## src/rtl/rms_rc_scale_gen.sv

```systemverilog
// Recompute-scale generator: accumulates the mean square of one activation vector,
// then derives scale = 2^DIV_SHIFT / floor(sqrt(mean)) with bit-serial sqrt and divide.
module rms_rc_scale_gen #(
  parameter int IN_DATA_WIDTH = 24,
  parameter int VEC_LEN       = 64,
  parameter int SCALE_WIDTH   = 16,
  parameter int DIV_SHIFT     = 22
) (
  input  logic                            clk,
  input  logic                            rst_n,
  input  logic                            flush,
  input  logic signed [IN_DATA_WIDTH-1:0] in_data,
  input  logic                            in_data_vld,
  output logic                            in_data_rdy,
  input  logic                            vec_consumed,
  output logic        [SCALE_WIDTH-1:0]   rc_scale,
  output logic                            rc_scale_vld,
  output logic                            rc_scale_clear,
  output logic                            busy
);

  localparam int LOG2_LEN = $clog2(VEC_LEN);
  localparam int SQ_W     = 2 * IN_DATA_WIDTH;
  localparam int ACC_W    = SQ_W + LOG2_LEN;
  localparam int REM_W    = IN_DATA_WIDTH + 6;
  localparam int DREM_W   = IN_DATA_WIDTH + 2;
  localparam int Q_W      = DIV_SHIFT + 1;
  localparam int STEP_MAX = (IN_DATA_WIDTH > Q_W) ? IN_DATA_WIDTH : Q_W;
  localparam int CNT_W    = $clog2(STEP_MAX + 1);

  localparam logic [Q_W-1:0] SAT_MAX  = Q_W'((2 ** (SCALE_WIDTH - 1)) - 1);
  localparam logic [Q_W-1:0] DVD_INIT = Q_W'(1) << DIV_SHIFT;

  typedef enum logic [1:0] {S_ACC, S_SQRT, S_DIV, S_OUT} state_t;

  function automatic logic signed [SCALE_WIDTH-1:0] sat_scale(input logic [Q_W-1:0] q);
    if (q > SAT_MAX) sat_scale = SAT_MAX[SCALE_WIDTH-1:0];
    else             sat_scale = q[SCALE_WIDTH-1:0];
  endfunction

  state_t                          r_state, w_state_nxt;
  logic        [ACC_W-1:0]         r_acc;
  logic        [LOG2_LEN-1:0]      r_cnt;
  logic        [CNT_W-1:0]         r_step;
  logic signed [SCALE_WIDTH-1:0]   r_scale;
  logic                            r_vld;
  logic                            r_clear;

  logic        [SQ_W-1:0]          r_mean;
  logic signed [REM_W-1:0]         r_srem;
  logic        [IN_DATA_WIDTH-1:0] r_root;
  logic        [DREM_W-1:0]        r_drem;
  logic        [Q_W-1:0]           r_quo;
  logic        [Q_W-1:0]           r_dvd;

  logic                            w_xfer, w_last, w_sqrt_done, w_div_done;
  logic signed [SQ_W-1:0]          w_in_ext, w_sq;
  logic        [ACC_W-1:0]         w_acc_sum;
  logic signed [REM_W-1:0]         w_root_ext, w_trial_sub, w_trial_add;
  logic signed [REM_W-1:0]         w_srem_sh, w_srem_nxt;
  logic        [IN_DATA_WIDTH-1:0] w_root_nxt;
  logic        [DREM_W-1:0]        w_div_ext, w_drem_sh, w_drem_nxt;
  logic                            w_ge;

  // Accumulate stage: signed square widened before the multiply so nothing truncates
  assign w_xfer    = in_data_vld & in_data_rdy;
  assign w_last    = w_xfer && (r_cnt == LOG2_LEN'(VEC_LEN - 1));
  assign w_in_ext  = SQ_W'(in_data);
  assign w_sq      = w_in_ext * w_in_ext;
  assign w_acc_sum = r_acc + {{LOG2_LEN{1'b0}}, w_sq};

  // Sqrt stage: non-restoring, remainder sign selects add/subtract of the trial value
  assign w_root_ext  = signed'({{(REM_W - IN_DATA_WIDTH){1'b0}}, r_root});
  assign w_trial_sub = (w_root_ext <<< 2) | REM_W'(1);
  assign w_trial_add = (w_root_ext <<< 2) | REM_W'(3);
  assign w_srem_sh   = (r_srem <<< 2) | signed'(REM_W'(r_mean[SQ_W-1 -: 2]));
  assign w_srem_nxt  = r_srem[REM_W-1] ? (w_srem_sh + w_trial_add) : (w_srem_sh - w_trial_sub);
  assign w_root_nxt  = {r_root[IN_DATA_WIDTH-2:0], ~w_srem_nxt[REM_W-1]};

  // Divide stage: restoring, dividend bits fed MSB first from r_dvd
  assign w_div_ext  = {{(DREM_W - IN_DATA_WIDTH){1'b0}}, r_root};
  assign w_drem_sh  = (r_drem << 1) | DREM_W'(r_dvd[Q_W-1]);
  assign w_ge       = (w_drem_sh >= w_div_ext);
  assign w_drem_nxt = w_ge ? (w_drem_sh - w_div_ext) : w_drem_sh;

  assign w_sqrt_done = (r_step == CNT_W'(IN_DATA_WIDTH - 1));
  assign w_div_done  = (r_step == CNT_W'(DIV_SHIFT));

  always_comb begin
    w_state_nxt = r_state;
    in_data_rdy = 1'b0;
    busy        = 1'b0;
    case (r_state)
      S_ACC: begin
        // Hold off input during the result pulse so a new vector starts afterwards
        in_data_rdy = ~r_vld;
        if (w_last) w_state_nxt = S_SQRT;
      end
      S_SQRT: begin
        busy = 1'b1;
        if (w_sqrt_done) w_state_nxt = S_DIV;
      end
      S_DIV: begin
        busy = 1'b1;
        if (w_div_done) w_state_nxt = S_OUT;
      end
      default: w_state_nxt = S_ACC;
    endcase
    if (flush) w_state_nxt = S_ACC;
  end

  always_ff @(posedge clk or negedge rst_n) begin
    if (!rst_n) begin
      r_state <= S_ACC;
      r_acc   <= '0;
      r_cnt   <= '0;
      r_step  <= '0;
      r_scale <= '0;
      r_vld   <= 1'b0;
      r_clear <= 1'b0;
    end else begin
      r_state <= w_state_nxt;
      r_clear <= vec_consumed;
      r_vld   <= 1'b0;
      if (w_state_nxt != r_state) r_step <= '0;
      else if (busy)              r_step <= r_step + 1'b1;
      if (flush) begin
        r_acc <= '0;
        r_cnt <= '0;
      end else begin
        if (w_xfer) begin
          r_cnt <= r_cnt + 1'b1;
          r_acc <= w_last ? '0 : w_acc_sum;
        end
        if (r_state == S_OUT) begin
          r_scale <= sat_scale(r_quo);
          r_vld   <= 1'b1;
        end
      end
    end
  end

  always_ff @(posedge clk) begin
    case (r_state)
      S_ACC: begin
        if (w_last) begin
          r_mean <= w_acc_sum[ACC_W-1:LOG2_LEN];
          r_srem <= '0;
          r_root <= '0;
        end
      end
      S_SQRT: begin
        r_mean <= r_mean << 2;
        r_srem <= w_srem_nxt;
        r_drem <= '0;
        r_dvd  <= DVD_INIT;
        // A zero root would make the divide meaningless; clamp it to one
        if (w_sqrt_done && (w_root_nxt == '0)) r_root <= IN_DATA_WIDTH'(1);
        else                                    r_root <= w_root_nxt;
      end
      S_DIV: begin
        r_drem <= w_drem_nxt;
        r_quo  <= {r_quo[Q_W-2:0], w_ge};
        r_dvd  <= r_dvd << 1;
      end
      default: ;
    endcase
  end

  assign rc_scale       = r_scale;
  assign rc_scale_vld   = r_vld;
  assign rc_scale_clear = r_clear;

endmodule

```

## config.mk

```make
export PLATFORM = sky130hd
export DESIGN_NAME = rms_rc_scale_gen
export DESIGN_NICKNAME = d
export VERILOG_FILES = /design/src/rtl/rms_rc_scale_gen.sv
export SDC_FILE = /design/constraint.sdc
export NUM_CORES = 2
export LEC_CHECK = 0
export BUFFER_PORTS_ARGS = -buffer_cell sky130_fd_sc_hd__buf_2
export CELL_PAD_IN_SITES_DETAIL_PLACEMENT = 1
export CELL_PAD_IN_SITES_GLOBAL_PLACEMENT = 2
export CORE_ASPECT_RATIO = 0.9
export CORE_MARGIN = 8
export CORE_UTILIZATION = 45
export CTS_BUF_LIST = sky130_fd_sc_hd__clkbuf_4
export DETAILED_ROUTE_END_ITERATION = 10
export GPL_TIMING_DRIVEN = 0
export PLACE_DENSITY = 0.91
export SETUP_SLACK_MARGIN = 0.02
export SYNTH_ARGS = -nofsm -noshare
export SYNTH_HDL_FRONTEND = slang
export SYNTH_SLANG_ARGS = --single-unit
```

## constraint.sdc

```tcl
create_clock -name clk -period 13.41 [get_ports clk]
set_input_delay 1.341 -clock clk [delete_from_list [all_inputs] [get_ports clk]]
set_output_delay 1.341 -clock clk [all_outputs]
set_load 0.01 [all_outputs]
```

## Word-level counts from Yosys, hierarchy flattened

Cells that the tools add are included.

| storage, ports and cells | value |
|---|---|
| output and inout port bits | 20 |
| flip-flop bits (word level) | 258 |
| input bits | 29 |

| operators by class | value |
|---|---|
| equal/unequal tests | 8 |
| add/sub/neg operators | 6 |
| bitwise operators | 6 |
| reduce and logical (&&, ||, !) cells | 11 |
| multiplexer cells | 28 |
| multiply operators | 1 |
| order comparisons | 2 |

Operators by type and width:

| operator | count |
|---|---|
| $mux W54 | 3 |
| $pmux W48 S2 | 1 |
| $mux W30 | 2 |
| $pmux W30 S2 | 1 |
| $add A54 B48 Y54 | 1 |
| $pmux W25 S2 | 1 |
| $mul A24 B24 Y48 | 1 |
| $mux W24 | 2 |
| $mux W48 | 1 |
| $pmux W24 S2 | 1 |
| $pmux W23 S2 | 1 |
| $add A30 B27 Y30 | 1 |
| $or A30 B3 Y30 | 1 |
| $sub A30 B27 Y30 | 1 |
| $ge A26 B24 Y1 | 1 |
| $or A26 B1 Y26 | 1 |
| $mux W25 | 1 |
| $sub A25 B24 Y25 | 1 |
| $logic_not A24 Y1 | 1 |
| $gt A23 B15 Y1 const B | 1 |
| $mux W16 | 1 |
| $mux W6 | 2 |
| $eq A5 B5 Y1 const B | 2 |
| $mux W5 | 2 |
| other kinds (17) | 31 |

## Depth between registers and ports, before layout

| depth | value |
|---|---|
| depth in word-level cells | 9 |
| gate-level depth with buffers | 40 |

## Worst setup path before layout

OpenSTA, ideal clock, no wires.

| timing path | value |
|---|---|
| kind | in2reg |
| start point | input in_data[0] |
| end point | register r_mean[47] (data pin) |
| arrival | 9.994 ns |
| path buffers | 2 |
| setup slack | 3.264 ns |
| stages | 34 |
| cell sequence | clkbuf_1 nand2_1 inv_1 fa_1 fa_1 inv_1 fa_1 inv_1 fa_1 fa_1 fa_1 inv_1 fa_1 inv_1 ha_1 a21o_1 a211oi_1 o2111ai_1 o31ai_1 nor2_1 a2111oi_2 nor2_1 nor2_1 xnor2_1 ha_1 nand2_1 nor2_1 nand4_1 or3_1 o21ba_1 o21ba_2 buf_2 or3_1 a31oi_1 |

| on the way | value |
|---|---|
| cells in the longest elaborated chain, start to end | 4 |

Ends and longest elaborated chain:

| what | RTL line | source |
|---|---|---|
| start: declaration | 12 | `input logic signed [IN_DATA_WIDTH-1:0] in_data,` |
| $mul A24 B24 Y48 | 69 | `assign w_sq = w_in_ext * w_in_ext;` |
| $add A54 B48 Y54 | 70 | `assign w_acc_sum = r_acc + {{LOG2_LEN{1'b0}}, w_sq};` |
| $mux W48 | 146 | `if (w_last) begin` |
| $pmux W48 S2 | 144 | `case (r_state)` |
| end signal: assignment | 147 | `r_mean <= w_acc_sum[ACC_W-1:LOG2_LEN];` |
| end signal: assignment | 153 | `r_mean <= r_mean << 2;` |
| end: declaration | 49 | `logic [SQ_W-1:0] r_mean;` |

Every way passes these cells. The select of a mux whose other input is x is not followed.
A chain may end at the register's enable or synchronous reset.

## Final worst setup path

| timing path | value |
|---|---|
| start point | input in_data[23] |
| end point | register r_mean[45] (data pin) |

Same word-level chain as after synthesis.

==> run_results.csv <==
group,metric,value,unit
critical_path,critPathSlowestCell,"fa_1",
final_layout,syn_to_final_growth,6.96,%
clocking,cts-htree-levels,2,
die,io_pins,49,
synth,yosysSeqAreaShare,0.198,
global_route,first_global_vias,27517,
timing,tightest_slew,1.06,ns
placement,placed_cells,4534,
synth,synth_nets,4361,
status,outcome,"finished clean",
final_layout,ff_latch_area,6630,um^2
min_path,hp-class,"reg -> reg",
die,die_x,304,um
critical_path,path_common_cell,"fa_1",
final_layout,multi_input_area,23700,um^2
die,dieArea,83600,um^2
synth,yosys.cell_types.count,79,
synth,syn_inst,3512,
critical_path,crit_type,"in -> reg",
critical_path,cp_top_family,"adder cells",
route,drtPass1Iterations,5,
clocking,worstSkewPairLatency,0.76,ns
critical_path,end_kind,"flip-flop",
placement,dp_hpwl,77.2,mm
timing,finClkSkew,0.0482,ns
flow_run,maxCapViolations,0,
min_path,worstHoldStart,"r_quo[18]",
clocking,cts_sinks,235,
die,start_util,0.452,
placement,place_area,35100,um^2
synth,ys_async_sr_fraction,0.362,
die,core,74300,um^2
critical_path,cp_num_buf_inv,8,
route,vias,24825,
final_layout,layout.nets,4474,
global_route,grt_pass1_wl,148,mm
route,wl,92.3,mm
synth,ys_warn_count,0,
die,num_rows,95,
timing,report.final.slew_viol_count,0,
critical_path,critPathMaxStageDelay,0.75,ns
route,wl_per_cell,19.9,um
clocking,cts_buffers,59,
global_route,grtUsageTotal,0.221,
timing,finalHoldViolations,0,
placement,place.gp.congestion,0.902,
clocking,post_cts.repair.setup_buffers,0,
route,drc_errors,0,
critical_path,r2r-start,"r_srem[29]",
synth,avgSynthCellArea,9.56,um^2
timing,tns,0,ns
global_route,antenna_found_initial,8,
final_layout,final_cells,4645,
synth,synth_top_flop_cell,"edfxtp_1",
global_route,grt_max_degree,51,
timing,setup_violations,0,
critical_path,critPathMaxFanout,11,
clocking,ctsHoldBuffers,0,
critical_path,startpoint_type,"input pin",
clocking,ctsResizeCount,0,
critical_path,startpoint,"in_data[23]",
global_route,grt-ovfl-total,0,
timing,max_freq,0.0853,GHz
critical_path,cp.required,13.99,ns
timing,period_share,0.874,
final_layout,fillers,8601,
route,drtAntennaViolNets,0,
final_layout,final_cell_mix,"inv_1, fa_1, nand2_1",
clocking,ctsLongestPathBuffers,3,
timing,rsz0062_at_grt,"false",
final_layout,drive_above_1_share,0.0496,
clocking,clock-root-buffer,"clkbuf_4",
timing,slew_headroom,0.293,
critical_path,cp.arrival,12.30,ns
synth,syn_area,33600,um^2
synth,synth_edf_count,150,
timing,fin_crit,11.73,ns
route,drt_iter0_markers,1312,
placement,port_buffers,48,
timing,setup_ws,1.68,ns
final_layout,layout_commonest_cell,"inv_1",
final_layout,design_area,35900,um^2
placement,preCtsSetupSlack,1.10,ns
clocking,clk_pin_slew_worst_paths,0.07,ns
die,die_height,275,um
clocking,cts_tree,"yes",
synth,yosys_register_bits,235,
route,viasPerCell,5.34,
[per-stage QoR]
step | utilization | hold slack, ns
final | 0.483 | 0.456
after global routing | 0.483 | 0.462
after CTS | 0.483 | 0.458
after detailed placement | 0.473 | 0.443
after global placement | 0.471 | 0.431
after floorplan | - | 0.427
[path summary, 6_finish.rpt]
path                               to  slack [ns]  depth (start not counted)
setup / recovery           r_mean[45]        1.68                         35
hold / removal              r_quo[19]        0.46                          0
setup reg to reg            r_root[0]        8.80                         14
hold reg to reg             r_quo[19]        0.46                          0
max in group asynchronous   r_acc[13]       12.12                          2
min in group asynchronous   r_acc[43]        0.57                          1
[cells by family after synthesis]
logic type | share of synthesized area
fa+ha+maj | 0.432
compound gates | 0.103
xor+xnor | 0.0475
simple gates | 0.117
buf+inv | 0.0975
mux | 0.00570
flops | 0.198
[final cells by class]
class | count | area share
Tap cell | 970 | 0.0338
Buffer | 102 | 0.0109
Inverter | 767 | 0.0802
Antenna cell | 2 | 0.000139
Timing Repair Buffer | 52 | 0.00920
Clock buffer | 90 | 0.0188
Clock inverter | 19 | 0.00258
Multi-Input combinational cell | 2408 | 0.660
Sequential cell | 235 | 0.185
[per-layer routing]
metal  vias up  wire length, um  GRT usage
met2       541            43900      0.373
li1      11365                -          -
met1     12737            41200      0.298
met5         -                0          0
met3       182             4570     0.0319
met4         0             2610     0.0613
[synth_stat cells, drive strengths merged, types with 10 or more instances]
library cell,n,share of area
inv,766,0.086
fa,564,0.34
nand2,351,0.039
ha,256,0.095
nor2,182,0.020
o21ai,159,0.024
edfxtp,150,0.13
xnor2,130,0.034
a21oi,121,0.018
and2,109,0.020
clkbuf,94,0.011
dfrtp,85,0.063
a21o,74,0.017
xor2,52,0.014
nand3,39,0.0058
nor2b,35,0.0065
nor3,34,0.0051
a31oi,26,0.0048
nand4,22,0.0041
and3,21,0.0041
o21a,20,0.0045
o21bai,19,0.0043
mux2i,18,0.0054
nand2b,18,0.0034
a211oi,15,0.0035
o22a,15,0.0039
or3,15,0.0028
nor4,11,0.0021
o211ai,11,0.0025
o31ai,10,0.0024
[sequential cells by signal, summed over array words and instances (netlist names), 2 cells and up]
name / flops
r_root: 24
rc_scale: 16
r_srem: 29
r_acc: 54
r_quo: 23
r_state: 2
r_drem: 25
r_mean: 48
r_cnt: 6
r_step: 5
Power is left out: the tool's default activity adds up to more than one toggle a clock period on the data nets, which glitch-free logic cannot reach.
